## config.mk

```make
export PLATFORM = sky130hd
export DESIGN_NAME = branch_predictor_btb
export DESIGN_NICKNAME = d
export VERILOG_FILES = /design/src/rtl/bp_pkg.sv /design/src/rtl/bp_btb_array.sv /design/src/rtl/branch_predictor_btb.sv
export SDC_FILE = /design/constraint.sdc
export NUM_CORES = 1
export LEC_CHECK = 0
export ABC_CLOCK_PERIOD_IN_PS = 7500
export BUFFER_PORTS_ARGS = -buffer_cell sky130_fd_sc_hd__buf_2
export CAP_MARGIN = 20
export CORE_ASPECT_RATIO = 1.5
export CORE_MARGIN = 8
export CORE_UTILIZATION = 56
export DETAILED_ROUTE_END_ITERATION = 8
export GPL_TIMING_DRIVEN = 0
export PLACE_DENSITY = 0.77
export SETUP_SLACK_MARGIN = 0.2
export SLEW_MARGIN = 20
export SYNTH_ARGS = -nofsm -noshare
export SYNTH_HDL_FRONTEND = slang
export SYNTH_SLANG_ARGS = --single-unit
```

## constraint.sdc

```tcl
create_clock -name clk -period 7.5 [get_ports clk]
set_clock_uncertainty 0.05 [all_clocks]
set_input_delay 2.25 -clock clk [delete_from_list [all_inputs] [get_ports clk]]
set_output_delay 2.25 -clock clk [all_outputs]
set_load 0.005 [all_outputs]
```

## src/rtl/bp_pkg.sv

```systemverilog
// Shared constants, saturating-counter helpers and update classification for the BTB predictor.
package bp_pkg;

    localparam logic [31:0] PC_INC = 32'd4;

    typedef enum logic [2:0] {
        UPD_NONE,
        UPD_TRAIN_T,
        UPD_ALLOC,
        UPD_TRAIN_N,
        UPD_INVAL
    } upd_e;

    function automatic int unsigned idx_width(input int unsigned entries);
        return $clog2(entries);
    endfunction

    function automatic int unsigned tag_width(input int unsigned xlen, input int unsigned entries);
        return xlen - $clog2(entries) - 2;
    endfunction

    // Counters are at most 4 bits wide, so the helpers work on a 4-bit carrier.
    function automatic logic [3:0] ctr_max(input int unsigned ctr_w);
        return 4'((1 << ctr_w) - 1);
    endfunction

    function automatic logic [3:0] ctr_taken_th(input int unsigned ctr_w);
        return 4'(1 << (ctr_w - 1));
    endfunction

    function automatic logic [3:0] ctr_reset(input int unsigned ctr_w);
        return ctr_taken_th(ctr_w) - 4'd1;
    endfunction

    function automatic logic [3:0] sat_inc(input logic [3:0] ctr, input int unsigned ctr_w);
        return (ctr >= ctr_max(ctr_w)) ? ctr_max(ctr_w) : ctr + 4'd1;
    endfunction

    function automatic logic [3:0] sat_dec(input logic [3:0] ctr);
        return (ctr == 4'd0) ? 4'd0 : ctr - 4'd1;
    endfunction

endpackage

```

## src/rtl/bp_btb_array.sv

```systemverilog
// Tag/target/valid storage: one combinational read port, one synchronous write port
// with a tag-match probe at the write index, and an invalidate strobe.
module bp_btb_array
    import bp_pkg::*;
#(
    parameter int XLEN    = 32,
    parameter int ENTRIES = 16,
    parameter int IDX_W   = 4,
    parameter int TAG_W   = 26
) (
    input  logic             clk,
    input  logic             rst,
    input  logic [IDX_W-1:0] i_rd_idx,
    input  logic [TAG_W-1:0] i_rd_tag,
    output logic             o_rd_hit,
    output logic [XLEN-1:0]  o_rd_target,
    input  logic [IDX_W-1:0] i_wr_idx,
    input  logic [TAG_W-1:0] i_wr_tag,
    output logic             o_wr_match,
    input  logic             i_wr_en,
    input  logic [XLEN-1:0]  i_wr_target,
    input  logic             i_inv_en
);

    logic [ENTRIES-1:0] r_valid;
    logic [TAG_W-1:0]   r_tag    [ENTRIES];
    logic [XLEN-1:0]    r_target [ENTRIES];

    assign o_rd_hit    = r_valid[i_rd_idx] && (r_tag[i_rd_idx] == i_rd_tag);
    assign o_rd_target = r_target[i_rd_idx];
    assign o_wr_match  = r_valid[i_wr_idx] && (r_tag[i_wr_idx] == i_wr_tag);

    always_ff @(posedge clk) begin
        if (rst) begin
            r_valid <= '0;
        end else if (i_wr_en) begin
            r_valid[i_wr_idx] <= 1'b1;
        end else if (i_inv_en) begin
            r_valid[i_wr_idx] <= 1'b0;
        end
    end

    // Tag and target need no reset: they are only observed behind a valid bit.
    always_ff @(posedge clk) begin
        if (!rst && i_wr_en) begin
            r_tag[i_wr_idx]    <= i_wr_tag;
            r_target[i_wr_idx] <= i_wr_target;
        end
    end

endmodule

```

## src/rtl/branch_predictor_btb.sv

```systemverilog
// Direct-mapped BTB branch predictor with saturating counters, trained from EX.
// Optional gshare counter indexing is enabled by defining BP_GSHARE_EN.
module branch_predictor_btb
    import bp_pkg::*;
#(
    parameter int XLEN    = 32,
    parameter int ENTRIES = 16,
    parameter int CTR_W   = 2
) (
    input  logic            clk,
    input  logic            rst,
    input  logic [XLEN-1:0] if_pc,
    output logic            pred_hit,
    output logic            pred_taken,
    output logic [XLEN-1:0] pred_target,
    input  logic            ex_valid,
    input  logic            ex_is_branch,
    input  logic [XLEN-1:0] ex_pc,
    input  logic            ex_taken,
    input  logic [XLEN-1:0] ex_target,
    input  logic            ex_pred_taken,
    input  logic [XLEN-1:0] ex_pred_target,
    output logic            mispredict,
    output logic [XLEN-1:0] redirect_pc
);

    localparam int IDX_W = idx_width(ENTRIES);
    localparam int TAG_W = tag_width(XLEN, ENTRIES);
    localparam logic [CTR_W-1:0] TAKEN_TH = CTR_W'(ctr_taken_th(CTR_W));
    localparam logic [CTR_W-1:0] CTR_RST  = CTR_W'(ctr_reset(CTR_W));

    logic [IDX_W-1:0] w_if_idx;
    logic [TAG_W-1:0] w_if_tag;
    logic [IDX_W-1:0] w_ex_idx;
    logic [TAG_W-1:0] w_ex_tag;
    logic [IDX_W-1:0] w_if_cidx;
    logic [IDX_W-1:0] w_ex_cidx;
    logic             w_if_hit;
    logic [XLEN-1:0]  w_if_target;
    logic             w_ex_hit;
    logic             w_unused_pc_lsbs;
    logic [CTR_W-1:0] w_if_ctr;
    upd_e             w_upd;

    logic [CTR_W-1:0] r_ctr [ENTRIES];

    assign w_if_idx = if_pc[IDX_W+1:2];
    assign w_if_tag = if_pc[XLEN-1:IDX_W+2];
    assign w_ex_idx = ex_pc[IDX_W+1:2];
    assign w_ex_tag = ex_pc[XLEN-1:IDX_W+2];
    assign w_unused_pc_lsbs = ^{if_pc[1:0], ex_pc[1:0]};

    bp_btb_array #(
        .XLEN    (XLEN),
        .ENTRIES (ENTRIES),
        .IDX_W   (IDX_W),
        .TAG_W   (TAG_W)
    ) u_array (
        .clk         (clk),
        .rst         (rst),
        .i_rd_idx    (w_if_idx),
        .i_rd_tag    (w_if_tag),
        .o_rd_hit    (w_if_hit),
        .o_rd_target (w_if_target),
        .i_wr_idx    (w_ex_idx),
        .i_wr_tag    (w_ex_tag),
        .o_wr_match  (w_ex_hit),
        .i_wr_en     ((w_upd == UPD_TRAIN_T) || (w_upd == UPD_ALLOC)),
        .i_wr_target (ex_target),
        .i_inv_en    (w_upd == UPD_INVAL)
    );

    always_comb begin
        w_upd = UPD_NONE;
        if (ex_valid && !rst) begin
            if (ex_is_branch) begin
                if (ex_taken)
                    w_upd = w_ex_hit ? UPD_TRAIN_T : UPD_ALLOC;
                else if (w_ex_hit)
                    w_upd = UPD_TRAIN_N;
            end else if (w_ex_hit) begin
                w_upd = UPD_INVAL;
            end
        end
    end

`ifdef BP_GSHARE_EN
    logic [IDX_W-1:0] r_ghr;

    // Lookup and update both use the history as it stood before this cycle's shift.
    always_ff @(posedge clk) begin
        if (rst)
            r_ghr <= '0;
        else if (ex_valid && ex_is_branch)
            r_ghr <= (r_ghr << 1) | IDX_W'(ex_taken);
    end

    assign w_if_cidx = w_if_idx ^ r_ghr;
    assign w_ex_cidx = w_ex_idx ^ r_ghr;
`else
    assign w_if_cidx = w_if_idx;
    assign w_ex_cidx = w_ex_idx;
`endif

    always_ff @(posedge clk) begin
        if (rst) begin
            for (int i = 0; i < ENTRIES; i++)
                r_ctr[i] <= CTR_RST;
        end else begin
            case (w_upd)
                UPD_TRAIN_T: r_ctr[w_ex_cidx] <= CTR_W'(sat_inc(4'(r_ctr[w_ex_cidx]), CTR_W));
                UPD_ALLOC:   r_ctr[w_ex_cidx] <= TAKEN_TH;
                UPD_TRAIN_N: r_ctr[w_ex_cidx] <= CTR_W'(sat_dec(4'(r_ctr[w_ex_cidx])));
                default:     ;
            endcase
        end
    end

    assign w_if_ctr    = r_ctr[w_if_cidx];
    assign pred_hit    = !rst && w_if_hit;
    assign pred_taken  = pred_hit && (w_if_ctr >= TAKEN_TH);
    assign pred_target = pred_hit ? w_if_target : '0;

    // A predicted-taken non-branch means an aliased entry fired a false hit.
    assign mispredict = !rst && ex_valid &&
        ((ex_is_branch && ((ex_taken != ex_pred_taken) ||
                           (ex_taken && ex_pred_taken && (ex_target != ex_pred_target)))) ||
         (!ex_is_branch && ex_pred_taken));

    assign redirect_pc = rst ? '0 :
        ((ex_is_branch && ex_taken) ? ex_target : ex_pc + XLEN'(PC_INC));

endmodule

```

### Yosys cells after proc, flatten, opt, wreduce, memory -nomap -nowiden

Memories as Yosys holds them, arrays and structs flattened.
Index checks and enable logic that the tools add are counted.

| word-level totals | value |
|---|---|
| register bits | 16 |
| bits in latches | 0 |
| bits in writable memories | 960 |
| bits in read-only memories | 0 |
| input bits | 134 |
| output and inout port bits | 67 |
| logic and storage cells | 83 |
| memories | 3 |

| cells by class | value |
|---|---|
| add/sub/neg operators | 3 |
| $mul | 0 |
| div/mod/pow operators | 0 |
| $lt $le $gt $ge | 5 |
| eq/ne operators | 8 |
| shifts and indexed selects | 0 |
| mux-type cells | 37 |
| bitwise logic cells | 5 |
| reductions and logical operators | 21 |

Memory list:

| memory | words | width | read ports | clocked after memory_dff | write ports | RTL line | source |
|---|---|---|---|---|---|---|---|
| u_array.r_target | 16 | 32 | 1 | 0 | 1 | bp_btb_array.sv:27 | `logic [XLEN-1:0] r_target [ENTRIES];` |
| u_array.r_tag | 16 | 26 | 2 | 0 | 1 | bp_btb_array.sv:26 | `logic [TAG_W-1:0] r_tag [ENTRIES];` |
| r_ctr | 16 | 2 | 2 | 0 | 16 | branch_predictor_btb.sv:45 | `logic [CTR_W-1:0] r_ctr [ENTRIES];` |

Operators by type and width:

| operator | number |
|---|---|
| 2-to-1 mux 32 bit | 3 |
| == test 26 bit | 2 |
| adder 32 x 3 -> 32 bit (second input constant) | 1 |
| 2-to-1 mux 16 bit | 2 |
| != test 32 bit | 1 |
| 2-to-1 mux 1 bit | 17 |
| bitwise AND 16 bit | 1 |
| 2-to-1 mux 2 bit | 8 |
| NOT 16 bit | 1 |
| bitwise OR 16 bit | 1 |
| logical AND 1 bit | 13 |
| < comparator 4 x 5 -> 1 bit (second input constant) | 2 |
| 2-to-1 mux 3 bit | 3 |
| binary-select mux 1 bit (select 4 bit) | 2 |
| == test 3 x 2 -> 1 bit (second input constant) | 2 |
| demux 1 bit (select 4 bit) | 1 |
| >= comparator 2 bit (second input constant) | 2 |
| >= comparator 4 x 1 -> 1 bit (second input constant) | 1 |
| 2-to-1 mux 4 bit | 1 |
| == test 3 x 1 -> 1 bit (second input constant) | 1 |
| == test 3 bit (second input constant) | 1 |
| logical OR 1 bit | 3 |
| adder 2 x 1 -> 2 bit (second input constant) | 1 |
| zero test 1 bit | 2 |
| 6 further kinds | 7 |

### Longest topological paths before layout

Gate-level depths: netlist (run 1).

| depth | value |
|---|---|
| word-level depth | 15 |
| mapped depth | 15 |
| depth with buffers taken out | 9 |

### Modules after synthesis

A second synthesis (run 1) with hierarchy kept.

| second synthesis, totals | value |
|---|---|
| cell total of the unflattened synthesis | 2303 |
| area total of the unflattened synthesis | 43828.3 µm² |

By module, submodules not included:

| module | instances | cells each | area an instance (µm²) |
|---|---|---|---|
| bp_btb_array | 1 | 1891 | 40252.4 |
| branch_predictor_btb | 1 | 412 | 3575.9 |

### Worst setup path before layout (run 1)

OpenSTA, ideal clock, no wires.

| timing path | value |
|---|---|
| path type | input -> output |
| start | input port if_pc[2] |
| end | output port pred_target[11] |
| arrival | 5090 ps |
| data required time | 5200 ps |
| path slack | 110 ps |
| stages on the path | 9 |
| cells stage by stage | buf_2 > buf_2 > buf_2 > buf_2 > buf_2 > buf_1 > mux4_2 > mux4_2 > nor2b_1 |

| on the way | value |
|---|---|
| word-level cells in the longest chain between the ends | 5 |

Ends and longest elaborated chain:

| element | RTL line | source |
|---|---|---|
| start, declared | branch_predictor_btb.sv:12 | `input logic [XLEN-1:0] if_pc,` |
| memory read (16 x 26 bit) / binary-select mux 1 bit (select 4 bit) (equally long branches) | n/a |  |
| == test 26 bit / 2-to-1 mux 1 bit (equally long branches) | bp_btb_array.sv:29 | `assign o_rd_hit = r_valid[i_rd_idx] && (r_tag[i_rd_idx] == i_rd_tag);` |
| logical AND 1 bit | bp_btb_array.sv:29 |  |
| logical AND 1 bit | branch_predictor_btb.sv:120 | `assign pred_hit = !rst && w_if_hit;` |
| 2-to-1 mux 32 bit * | branch_predictor_btb.sv:122 | `assign pred_target = pred_hit ? w_if_target : '0;` |
| end, declared | branch_predictor_btb.sv:15 | `output logic [XLEN-1:0] pred_target,` |

Mark *: on every way between the ends. The rest lies on a longest branch, timed or not. The select of a mux whose other input is x is not followed.

### Worst setup path in the final report (run 1)

| timing path | value |
|---|---|
| start | input port if_pc[2] |
| end | output port pred_taken |

| on the way | value |
|---|---|
| word-level cells in the longest chain between the ends | 5 |

Ends and longest elaborated chain:

| element | RTL line | source |
|---|---|---|
| memory read (16 x 26 bit) / binary-select mux 1 bit (select 4 bit) (equally long branches) | n/a |  |
| == test 26 bit / 2-to-1 mux 1 bit (equally long branches) | bp_btb_array.sv:29 |  |
| logical AND 1 bit | bp_btb_array.sv:29 |  |
| logical AND 1 bit | branch_predictor_btb.sv:120 |  |
| logical AND 1 bit * | branch_predictor_btb.sv:121 | `assign pred_taken = pred_hit && (w_if_ctr >= TAKEN_TH);` |
| end, declared | branch_predictor_btb.sv:14 | `output logic pred_taken,` |

Marks and branches as above.

==> metrics.txt, run 1 <==
R2R cell count 11; Critical Path RT 5.20 ns; FF+latch count, synth 976; CP Max Fanout 10; Max Buffers Root-to-Sink 3; core area 76900 sq um; outcome complete, but fails checks; post-synth top area cell edfxtp_1; Worst VDD drop 0.000199 V; worst setup path class input port to primary output; top cells by area, synth edfxtp_1 (67%), mux4_2 (20%), mux2i_1 (2.1%), xor2_1 (1.7%), nor2b_1 (0.77%); Async SR Flop Fraction 0; hold_ws 0.445 ns; Port Buf Inserts 192; detailed placement HPWL 95100 um; worst skew pair latency 0.67 ns; count leader, synth edfxtp_1; largest net degree at the start of global routing 24; Site Rows 125; post-route ant nets 0; Post-synth top flop edfxtp_1; Clock transition at path regs 0.06 ns; DIE HEIGHT 356 um; RSZ-0062 raised after global routing yes; Worst Hold Class register to register; GRT Residual Overflow 0; First DRT Iteration DRCs 4433; failing checks setup timing; Die Wd 243 um; Area Overhead vs Synth 17.9%; commonest cells in the netlist edfxtp_1 (960), mux4_2 (380), mux2i_1 (92); Setup crit start kind input port; CP Capture Type primary output; die footprint 86600 sq um; clock buffer count from CTS 89; Fmax achieved 128 MHz; Power per Cell Area 227 nW/um^2; # IOs 201; Slew Limit Headroom 0.319; Final Power 11600 uW; vias in the first global route 26900; Crit. Startpoint if_pc[2]; Nets 2698; Slew Viols, Final 0; CP endpoint pred_taken; CTS sink count 976; Netlist Area Pre-Place 43300 sq um; Core Util, Final 0.663; leakage power 0.0167 uW; Final period util 1.04; top-area cell type share of the netlist area 0.666; Worst R2R End r_ctr[6][1]; setup slack, reg-to-reg 2.94 ns; Synth Net Count 2330; Mapped Cells 2191; GRT Total Usage 0.320; Syn Area/Cell 19.7 sq um; CTS tree yes; worst setup margin -0.330 ns; final setup fails 34; wire length of the first global-routing pass 196000 um; H-tree lvl count 3; initial core utilization 0.562; final hold vios 0; Final Critical Period 7.83 ns; critical path arrival 5.53 ns; fillers 4888; GP Congestion 0.987; reg2reg start u_array.r_tag[11][6]; hold_buf cts 0; First-pass DRT Iterations 7; share of cells above drive strength 1 0.369; Routed WL 140000 um; Post-route DRC 0; wire length per cell 38.5 um; Synth cell types 58; Seq/Total Area, Yosys 0.674; Post-synth EDFFs 960; warnings from Yosys 0; vias 26200; initial antenna violation count 12; MaxCap Viol Count 0; DR vias/cell 7.19; clock root cell clkbuf_16; Worst Tran Pin Value 1.02 ns
## registers in the layout, indices dropped and copies added, names as in the netlist, named ones only
signal,flops
r_ctr,32
u_array.r_tag,416
u_array.r_target,512
## how the worst min path moves through the flow
| stage | startpoint | endpoint | slack [ns] | cells past startpoint |
|---|---|---|---|---|
| floorplan | register | register | 0.40 | 2 |
| global placement | register | register | 0.41 | 2 |
| detailed placement | register | register | 0.43 | 2 |
| CTS | register | register | 0.44 | 2 |
| global route | register | register | 0.47 | 2 |
| finish | register | register | 0.45 | 2 |
## cells by family after synthesis
kind of cell / Yosys count / share of synthesized area
XOR/XNOR: 114 / 0.0231
adder cells (fa/ha/maj): 5 / 0.00145
AND/OR/NAND/NOR: 315 / 0.0375
buffers and inverters: 150 / 0.0173
multiplexers: 477 / 0.222
AO/OA/AOI/OAI: 154 / 0.0249
flip-flops: 976 / 0.674
## where the power goes
group | internal (uW) | leakage, uW | total [uW] | switching (uW)
sequential | 6010 | 0.00875 | 6030 | 17.6
combinational | 403 | 0.00660 | 1000 | 601
clock | 2530 | 0.00139 | 4570 | 2030
## worst max-delay path, cell delays in order
cell and delay [ns]:
buf_12 0.10, buf_12 0.15, buf_12 0.19, mux4_2 0.54, mux4_2 0.51, xnor2_1 0.16
nand4_1 0.40, nor3_2 0.32, nand4_1 0.15, buf_6 0.16, buf_12 0.14, buf_12 0.15
nor2b_4 0.14, buf_2 0.13
## stage by stage
| stage | TNS, ns | std cells | worst slack, ns | instance area (sq um) |
|---|---|---|---|---|
| floorplan | 0 | 2191 | 0.250 | 43300 |
| global placement | -3370.75 | 3399 | -4.13 | 45500 |
| detailed placement | -84.81 | 3458 | -2.14 | 47100 |
| CTS | -9.27 | 3638 | -0.313 | 50800 |
| global route | -10.12 | 3645 | -0.347 | 51000 |
| finish | -9.47 | 3649 | -0.330 | 51000 |
## timing repair
item / 4_1_cts / 5_1_grt
setup buffers: 17 / 8
gates cloned: 2 / 0
pin swaps: 15 / 14
setup endpoints to repair: 62 / 44
gates resized for setup: 173 / 51
## layer usage
layer	vias up	track usage	wire length [um]
met2	2330	0.533	69100
li1	9935	-	-
met3	554	0.0806	16300
met5	-	0	34
met1	13400	0.364	43800
met4	6	0.221	11000
## placed cells by master (no fill, tap or decap), types with 22 or more instances in the layout
| cell type | n |
|---|---|
| a21oi_1 | 38 |
| a22oi_1 | 27 |
| buf_12 | 34 |
| buf_16 | 38 |
| buf_2 | 208 |
| buf_4 | 42 |
| clkbuf_1 | 53 |
| clkbuf_16 | 92 |
| clkbuf_2 | 22 |
| edfxtp_1 | 960 |
| mux2i_1 | 92 |
| mux4_2 | 380 |
| nand2_1 | 71 |
| nor2_1 | 43 |
| nor2b_1 | 27 |
| nor3_1 | 23 |
| xnor2_1 | 25 |
| xor2_1 | 82 |
## layout make-up
type / instances / area, sq um / share of cell area
buffer: 142 / 1140 / 0.0224
antenna: 4 / 10.0 / 0.000196
tap: 1016 / 1270 / 0.0249
clock inverter: 51 / 546 / 0.0107
sequential: 976 / 29100 / 0.571
multi-input combinational: 1065 / 13900 / 0.272
clock buffer: 110 / 2330 / 0.0456
timing repair buffer: 278 / 2670 / 0.0523
inverter: 7 / 26.3 / 0.000515
(Power assumes the default switching activity.)
==> inputs of run 2 (changes only) <==
--- a/config.mk
+++ b/config.mk
@@ -12,7 +12,6 @@
 export CORE_MARGIN = 8
 export CORE_UTILIZATION = 56
 export DETAILED_ROUTE_END_ITERATION = 8
-export GPL_TIMING_DRIVEN = 0
 export PLACE_DENSITY = 0.77
 export SETUP_SLACK_MARGIN = 0.2
 export SLEW_MARGIN = 20
==> run 2 against run 1 <==
  * The flow now finishes without violations
  * Register-to-register slack improved by 0.69 ns
  * Cell area shrank 3.5%
  * Non-clock buffer count fell by 105
  * Power increased by 0.30%
  * Flip-flop and latch count did not move
  * Final cell count down 3.0%
  * Sequential power barely moved
  * Setup slack better by 0.35 ns
  * Global-route usage down 3.6 points
  * Wire length decreased by 11%
  * Worst hold slack lost 0.0075 ns
  * Critical path type unchanged
  * Largest cell class unchanged
==> metrics.txt, run 2 (same netlist as run 1, synthesis figures left out) <==
WHS Path Cells 2; Fmax achieved 134 MHz; Worst Tran Pin Value 1.14 ns; leakage power 0.0160 uW; Worst Hold Class register to register; NetSw 2560 uW; commonest non-fill, non-tap cell in the layout edfxtp_1; Clk pwr share 0.404; detailed placement HPWL 74400 um; worst setup path class input port to primary output; # IOs 201; Max Buffers Root-to-Sink 3; Top Registers u_array.r_target (512), u_array.r_tag (416), r_ctr (32); sequential share of power 0.518; P_int 9070 uW; vias in the first global route 25500; Area Overhead vs Synth 13.7%; Final period util 0.997; die footprint 86600 sq um; R2R cell count 10; Power per Cell Area 236 nW/um^2; First-pass DRT Iterations 8; clock root cell clkbuf_16; wire length per cell 35.2 um; wire length of the first global-routing pass 178000 um; Clock transition at path regs 0.07 ns; Setup crit start kind input port; Worst VDD drop 0.000186 V; Area after DPL 46000 sq um; CTS tree yes; Core Util, Final 0.639; initial core utilization 0.562; share of cells above drive strength 1 0.343; final setup fails 0; critical path arrival 5.18 ns; CP Capture Type primary output; proportion of power drawn by combinational gates 0.078; DIE HEIGHT 356 um; MaxCap Viol Count 0; Final Critical Period 7.48 ns; CP max stage delay 0.49 ns; clock buffer count from CTS 85; First DRT Iteration DRCs 3190; final hold vios 0; Final Power 11600 uW; Post-route DRC 0; worst setup margin 0.0192 ns; most frequent cells in the layout edfxtp_1 (960), mux4_2 (380), buf_2 (191); Slew Viols, Final 0; worst skew pair latency 0.67 ns; slowest stage cell, crit path mux4_2; WP depth 14; vias 24500; H-tree lvl count 3; post-layout instance area 49200 sq um; DR vias/cell 6.94; CP delay by family, top buffers and inverters; CP Max Fanout 8; core area 76900 sq um; hold_ws 0.438 ns; GRT Total Usage 0.285; crit-path cells buf_12 > buf_12 > buf_4 > buf_12 > mux4_2 > mux4_2 > xnor2_1 > nand4_1 > nor3_2 > nand4_1 > buf_6 > clkbuf_16 > nor2b_2 > buf_2; CP most frequent cell buf_12; largest net degree at the start of global routing 123; max FFs per register 512; Critical Path RT 5.20 ns; Switching Fraction 0.220; CP Buf/Inv Count 7; Die Wd 243 um; GRT Residual Overflow 0; CTS sink count 976; Routed WL 125000 um; initial antenna violation count 9; Slew Limit Headroom 0.241; Site Rows 125; Port Buf Inserts 198; fillers 5061; Top reg by flops u_array.r_target; outcome finished, final reports clean; hold_buf cts 0; RSZ-0062 raised after global routing yes; Nets 2589; GP Congestion 0.926; post-route ant nets 0; Seq. cell area 29100 sq um; area of the multi-input gates 13500 sq um; setup slack at placement -0.0501 ns
[run 2: changes by cell type in the layout (fill, tap and decap cells not counted), sizes merged]
cell and delta:
inv +1, clkdlybuf4s15 -2, clkinvlp -1, bufbuf +1, clkbuf -79, buf -36, bufinv +6
[run 2: power by group through the flow]
stage	registers, uW	clock network, uW	logic, uW
floorplan	6140	0	519
global placement	6140	0	862
detailed placement	6150	0	882
CTS	6030	4720	897
global route	6030	4910	953
finish	6030	4700	912
[run 2: repair_timing]
action	4_1_cts	5_1_grt
endpoints found under the hold margin	0	0
cloned	2	1
buffers inserted	4	3
gates resized for setup	14	15
setup endpoints to repair	34	36
pin swaps	1	0
[run 2: area by class of cell]
class,count,area share
Sequential cell,976,0.592
Multi-Input combinational cell,1065,0.275
Timing Repair Buffer,315,0.0456
Clock buffer,99,0.0453
Tap cell,1016,0.0258
Clock inverter,57,0.0149
Inverter,7,0.000534
Antenna cell,4,0.000203
[run 2: path summary, 6_finish.rpt]
kind | startpoint | endpoint | slack, ns
worst min-delay path | register | register | 0.44
worst max register to register | u_array.r_tag[5][20] | r_ctr[15][1] | 3.63
worst max-delay path | if_pc[2] | pred_target[18] | 0.02
worst min register to register | register | register | 0.44
[run 2: worst min-delay path, delay by kind of cell, from the launching register on]
kind	cells	cell delay (ns)
AO/OA/AOI/OAI	1	0.05
flip-flops	1	0.33
AND/OR/NAND/NOR	1	0.06
[run 2: per-layer routing]
layer	wire, um	share of wire	vias to the layer above	GRT usage
met3	14000	0.11	393	0.0731
met1	41800	0.34	12600	0.345
li1	-	-	9722	-
met4	7420	0.060	10	0.146
met2	61500	0.49	1802	0.473
met5	58	0.00046	-	0
[run 2: metrics by stage]
| step | TNS [ns] | cells |
|---|---|---|
| floorplan | 0 | 2191 |
| global placement | 0 | 3369 |
| detailed placement | -0.581 | 3369 |
| CTS | 0 | 3531 |
| global route | -1.25 | 3536 |
| finish | 0 | 3539 |
